File: config.mk
export PLATFORM = sky130hd
export DESIGN_NAME = vram_arbiter
export DESIGN_NICKNAME = d
export VERILOG_FILES = /design/src/rtl/vga_pkg.sv /design/src/rtl/vram_wr_buffer.sv /design/src/rtl/vram_arbiter.sv
export SDC_FILE = /design/constraint.sdc
export NUM_CORES = 1
export LEC_CHECK = 0
export CAP_MARGIN = 30
export CORE_ASPECT_RATIO = 1.1
export CORE_MARGIN = 4
export CORE_UTILIZATION = 40
export CTS_CLUSTER_DIAMETER = 80
export DETAILED_ROUTE_END_ITERATION = 8
export PLACE_DENSITY = 0.76
export SYNTH_ARGS = -nofsm -noshare
export SYNTH_HDL_FRONTEND = slang
export SYNTH_SLANG_ARGS = --single-unit
export TNS_END_PERCENT = 20
File: constraint.sdc
create_clock -name clk -period 2.1 [get_ports clk]
set_input_delay 0.525 -clock clk [delete_from_list [all_inputs] [get_ports clk]]
set_output_delay 0.525 -clock clk [all_outputs]
set_load 0.01 [all_outputs]
File: src/rtl/vga_pkg.sv
// Shared VGA frame-buffer constants and the VRAM arbiter state encoding.
// Used by both the controller and the arbiter so geometry stays in one place.
package vga_pkg;

    localparam int VRAM_ADDR_W = 14;
    localparam int VRAM_DATA_W = 3;
    localparam int VRAM_DEPTH  = 12288;

    localparam logic [1:0] IDLE  = 2'd0;
    localparam logic [1:0] DRAIN = 2'd1;
    localparam logic [1:0] CLEAR = 2'd2;

endpackage

File: src/rtl/vram_wr_buffer.sv
// One-entry holding register for pixel writes waiting for a free RAM cycle.
// A load wins over a drain in the same cycle, so the entry refills in place.
module vram_wr_buffer
    import vga_pkg::*;
#(
    parameter int ADDR_W = VRAM_ADDR_W,
    parameter int DATA_W = VRAM_DATA_W
) (
    input  logic              clk,
    input  logic              resetbutton_n,
    input  logic              load,
    input  logic              drain,
    input  logic [ADDR_W-1:0] load_addr,
    input  logic [DATA_W-1:0] load_data,
    output logic              full,
    output logic [ADDR_W-1:0] addr,
    output logic [DATA_W-1:0] data
);

    always_ff @(posedge clk or negedge resetbutton_n) begin
        if (!resetbutton_n) begin
            full <= 1'b0;
            addr <= '0;
            data <= '0;
        end else if (load) begin
            full <= 1'b1;
            addr <= load_addr;
            data <= load_data;
        end else if (drain) begin
            full <= 1'b0;
        end
    end

endmodule

File: src/rtl/vram_arbiter.sv
// Shares the single-port frame-buffer RAM between scan-out reads (absolute
// priority), the clear-screen sequencer and a buffered pixel writer.
module vram_arbiter
    import vga_pkg::*;
#(
    parameter int                ADDR_W    = VRAM_ADDR_W,
    parameter int                DATA_W    = VRAM_DATA_W,
    parameter int                DEPTH     = VRAM_DEPTH,
    parameter logic [DATA_W-1:0] CLEAR_VAL = '0
) (
    input  logic              clk,
    input  logic              resetbutton_n,
    input  logic              rd_req,
    input  logic [ADDR_W-1:0] rd_addr,
    output logic [DATA_W-1:0] rd_data,
    output logic              rd_valid,
    input  logic              wr_valid,
    input  logic [ADDR_W-1:0] wr_addr,
    input  logic [DATA_W-1:0] wr_data,
    output logic              wr_ready,
    input  logic              clr_start,
    output logic              clr_busy,
    output logic              clr_done,
    output logic              mem_en,
    output logic              mem_we,
    output logic [ADDR_W-1:0] mem_addr,
    output logic [DATA_W-1:0] mem_wdata,
    input  logic [DATA_W-1:0] mem_rdata
);

    localparam logic [ADDR_W-1:0] LAST_ADDR = ADDR_W'(DEPTH - 1);

    logic [1:0]        state;
    logic [1:0]        state_nxt;
    logic [ADDR_W-1:0] clr_cnt;
    logic              buf_full;
    logic [ADDR_W-1:0] buf_addr;
    logic [DATA_W-1:0] buf_data;
    logic              buf_load;
    logic              buf_drain;
    logic              clr_write;
    logic              clr_last;

    vram_wr_buffer #(
        .ADDR_W (ADDR_W),
        .DATA_W (DATA_W)
    ) u_wr_buffer (
        .clk           (clk),
        .resetbutton_n (resetbutton_n),
        .load          (buf_load),
        .drain         (buf_drain),
        .load_addr     (wr_addr),
        .load_data     (wr_data),
        .full          (buf_full),
        .addr          (buf_addr),
        .data          (buf_data)
    );

    // Reset gates the outputs combinationally so the RAM sees nothing while held.
    always_comb begin
        clr_write = (state == CLEAR) && !rd_req;
        clr_last  = clr_write && (clr_cnt == LAST_ADDR);
        buf_drain = buf_full && !rd_req && (state != CLEAR);
        wr_ready  = resetbutton_n && (state == IDLE) && (!buf_full || !rd_req);
        buf_load  = wr_valid && wr_ready;
        clr_done  = resetbutton_n && clr_last;
        clr_busy  = (state != IDLE);
        rd_data   = mem_rdata;

        mem_en    = 1'b0;
        mem_we    = 1'b0;
        mem_addr  = '0;
        mem_wdata = '0;
        if (!resetbutton_n) begin
            mem_en = 1'b0;
        end else if (rd_req) begin
            mem_en   = 1'b1;
            mem_addr = rd_addr;
        end else if (state == CLEAR) begin
            mem_en    = 1'b1;
            mem_we    = 1'b1;
            mem_addr  = clr_cnt;
            mem_wdata = CLEAR_VAL;
        end else if (buf_full) begin
            mem_en    = 1'b1;
            mem_we    = 1'b1;
            mem_addr  = buf_addr;
            mem_wdata = buf_data;
        end
    end

    // A write accepted alongside clr_start must land before the clear overwrites it.
    always_comb begin
        state_nxt = state;
        case (state)
            IDLE: begin
                if (clr_start) begin
                    state_nxt = (buf_load || (buf_full && !buf_drain)) ? DRAIN : CLEAR;
                end
            end
            DRAIN: begin
                if (buf_drain) begin
                    state_nxt = CLEAR;
                end
            end
            CLEAR: begin
                if (clr_last) begin
                    state_nxt = IDLE;
                end
            end
            default: state_nxt = IDLE;
        endcase
    end

    always_ff @(posedge clk or negedge resetbutton_n) begin
        if (!resetbutton_n) begin
            state    <= IDLE;
            clr_cnt  <= '0;
            rd_valid <= 1'b0;
        end else begin
            state    <= state_nxt;
            rd_valid <= rd_req;
            if (clr_write) begin
                clr_cnt <= clr_last ? '0 : clr_cnt + ADDR_W'(1);
            end
        end
    end

endmodule

==> impl_results.md <==
- Routed wirelength normalized by instance count: 15.2 um
- Critical path fanouts, max: 6
- Amount of wire on met2 after detailed routing: 2910 um
- Largest net degree at the start of global routing: 21
- Placed Cells: 366
- Cell chosen for the clock root: clkbuf_8
- Post-layout nets: 357
- Largest clock skew in the final design: 8.83 ps
- Cells after Synth: 225
- Number of nets with antenna violations after detailed routing: 0
- Setup Crit Path Kind: reg -> out
- Worst Slack Setup Final: -84.6 ps
- Final global-route overflow total: 0
- Met3 Routed Length: 253 um
- Post-DP HPWL: 4450 um
- Count of endpoints failing hold in the final timing report: 0
- Iteration-0 DRC Markers: 108
- Cell taking the most area after synthesis: dfrtp_1
- Number of I/O port buffers: 58
- Mean cell area of the mapped netlist: 9.18 sq um
- Number of cells traversed by the worst register-to-register path: 5
- Highest routed metal layer: met4
- CTS H-tree lvls: 2
- Final Wtd Congestion: 0.851
- Final min period: between 2000 and 2500 ps
- Via count normalized by instance count: 5.24
- Dominant cell by count in the synthesized netlist: dfrtp_1
- Cell Rows: 27
- Number of enable flip-flop cells after synthesis: 0
- Final critical-path share of the clock period: 104%
- Cts bufs inserted: 5
- Final count of pins violating max slew: 0
- Wire length of the first global-routing pass: 9470 um
- Syn-to-layout area delta: 49.3%
- Count of synthesis-stage warnings from yosys: 0
- Clock latency on the worst-skew pair: 300 ps
- Capturing element type of the critical path: output port
- Design area: 3080 sq um
- First-pass DRT Iterations: 4
- Fraction of final layout cells sized beyond drive strength 1: ~30%
- Area share of the leading cell type in the synthesized netlist: 42.4%
- Post-route DRC violation count: 0
- HP Class: in -> async
- Setup violations, final: 5
- Worst Setup Start Kind: flip-flop
- Maximum frequency from static timing analysis: 458 MHz
- Vias in the first global route: 1951
- Die height: roughly 83 um
- Result of the run: finished, violations left
- Number of antenna cells inserted: 0
- Count of vias placed by the detailed router: around 2000
- Arrival time of the worst setup path: 1660 ps
- Placed Area: 2980 sq um
- Data required time of the worst path: around 1600 ps
- Clk pin slew, worst setup/hold paths: 70 ps
- Total Wirelength: 5700 um
- Synth async-reset ratio: 100%
- Total die area: 6380 sq um
- Clk sinks: 35
- Routed met1 length: 2410 um
- Cell Pwr Density: 571 nW/um^2
- Violated checks: negative setup slack
- Max Buffers Root-to-Sink: 2
- Reported leakage power: 0.00148 uW
- Worst rel slew slack: 77.5%
- Antenna violations before repair: 0
- Initial cell density of the core: between 40% and 50%
- CTS tree: built
- Largest vdd supply drop: 408 uV
- Ys flop type: dfrtp_1
- Flops & latches, synth: 35
- Synth top cells by count: dfrtp_1 (35), nand2_1 (31), nor2_1 (18)
- Count of cell types in the netlist: 41
- Core area: 5000 sq um
- Slew at the pin closest to its max-slew limit: 334 ps
- Count of pins on the block boundary: 65
- Area of the mapped netlist: 2060 sq um
- Leading post-synthesis cells by cell area: dfrtp_1 (42%), nand2_1 (5.6%), mux2_1 (4.9%)
- Die width: 76.5 um
- Proportion of synthesized chip area in sequential cells: about 42%
- Number of max-capacitance violations reported: 0
- RSZ-0062 raised after global routing: yes
- Post-route non-filler standard cell count: 376
- Synthesized net count: 265
- Combined global-route utilization of all metal layers: roughly a fifth
## final timing paths
path,end,from,slack (ps)
min in group clk,u_wr_buffer.data[2]$_DFFE_PN0P_,u_wr_buffer.data[2]$_DFFE_PN0P_,490
max in group asynchronous,state[0]$_DFFE_PN0P_,resetbutton_n,1480
min reg2reg,u_wr_buffer.data[2]$_DFFE_PN0P_,u_wr_buffer.data[2]$_DFFE_PN0P_,490
max reg2reg,clr_cnt[13]$_DFFE_PN0P_,clr_cnt[5]$_DFFE_PN0P_,260
max,mem_addr[12],state[0]$_DFFE_PN0P_,-80
min,u_wr_buffer.addr[6]$_DFFE_PN0P_,resetbutton_n,220
## cells by family (layout without fill, tap and decap cells)
kind of cell,count (synthesis),in the layout,share of synthesized area (%)
AND/OR/NAND/NOR,99,99,24.3
XOR/XNOR,10,10,4.24
multiplexers,18,18,9.76
AO/OA/AOI/OAI,37,37,13.5
flip-flops,35,35,42.4
adder cells (fa/ha/maj),1,1,0.606
buffers and inverters,25,118,5.15
## sequential cells by signal, summed over array words and instances, names as in the netlist
register / count
clr_cnt: 14
u_wr_buffer.addr: 14
u_wr_buffer.full: 1
u_wr_buffer.data: 3
rd_valid: 1
state: 2
## through the flow
stage	setup TNS [ps]	hold WS [ps]	setup slack (ps)	power, uW	utilization (%)
final	-258	220	-84.6	1760	61.7
after global routing	-1130	223	-113	1850	61.7
after CTS	-635	203	-109	1760	61.0
after detailed placement	-17440	480	-618	1300	59.5
after global placement	-16630	467	-602	1290	59.5
after floorplan	0	229	89.7	1030	-
## critical path, stage by stage, from the launching register on
cell	delay (ps)
dfrtp_2	440
nand2b_4	170
buf_6	140
and3_4	140
o311a_1	330
buf_6	140
## layout by cell type (no fill, tap or decap), types with 2 or more instances in the layout
master / n
mux2_2: 8
a21o_1: 11
dfrtp_1: 34
xnor2_1: 8
buf_12: 2
inv_1: 8
buf_6: 8
xor2_1: 2
dlygate4sd2_1: 2
buf_2: 20
buf_4: 35
o21ai_0: 4
nand4_1: 3
nor2_1: 17
nand3_1: 13
a21boi_1: 10
and2_1: 4
clkdlybuf4s50_1: 34
and3_4: 4
clkbuf_8: 5
a21oi_1: 2
o31ai_1: 2
nand2_1: 31
o311a_1: 4
nor3_1: 2
nor4_1: 3
nand2b_1: 5
mux2_1: 9
## power breakdown
group | internal [uW] | switching (uW) | leakage, uW
Combinational | 254 | 237 | 0.000969
Sequential | 733 | 52.8 | 0.000467
Clock | 232 | 250 | 0.0000412
Total | 1220 | 540 | 0.00148
## layer usage
layer	track usage, %	vias to the layer above
met3	3.90	10
met4	6.92	0
met1	22.6	942
met5	0	-
li1	-	967
met2	32.3	50
## cell type report
class                           count  area, sq um
Timing Repair Buffer              102          862
Multi-Input combinational cell    165         1160
Inverter                            8         30.0
Clock buffer                        6         72.6
Clock inverter                      2         12.5
Sequential cell                    35          877
Fill cell                         427         1920
Tap cell                           58         72.6
## timing repair
item / 4_1_cts / 5_1_grt
resized for setup: 101 / 13
pin swaps: 10 / 12
hold buffers: 0 / 0
cloned: 1 / 0
buffers inserted: 0 / 1
endpoints found under the setup margin: 22 / 18
No activity file was read; power rests on OpenSTA's default activity.
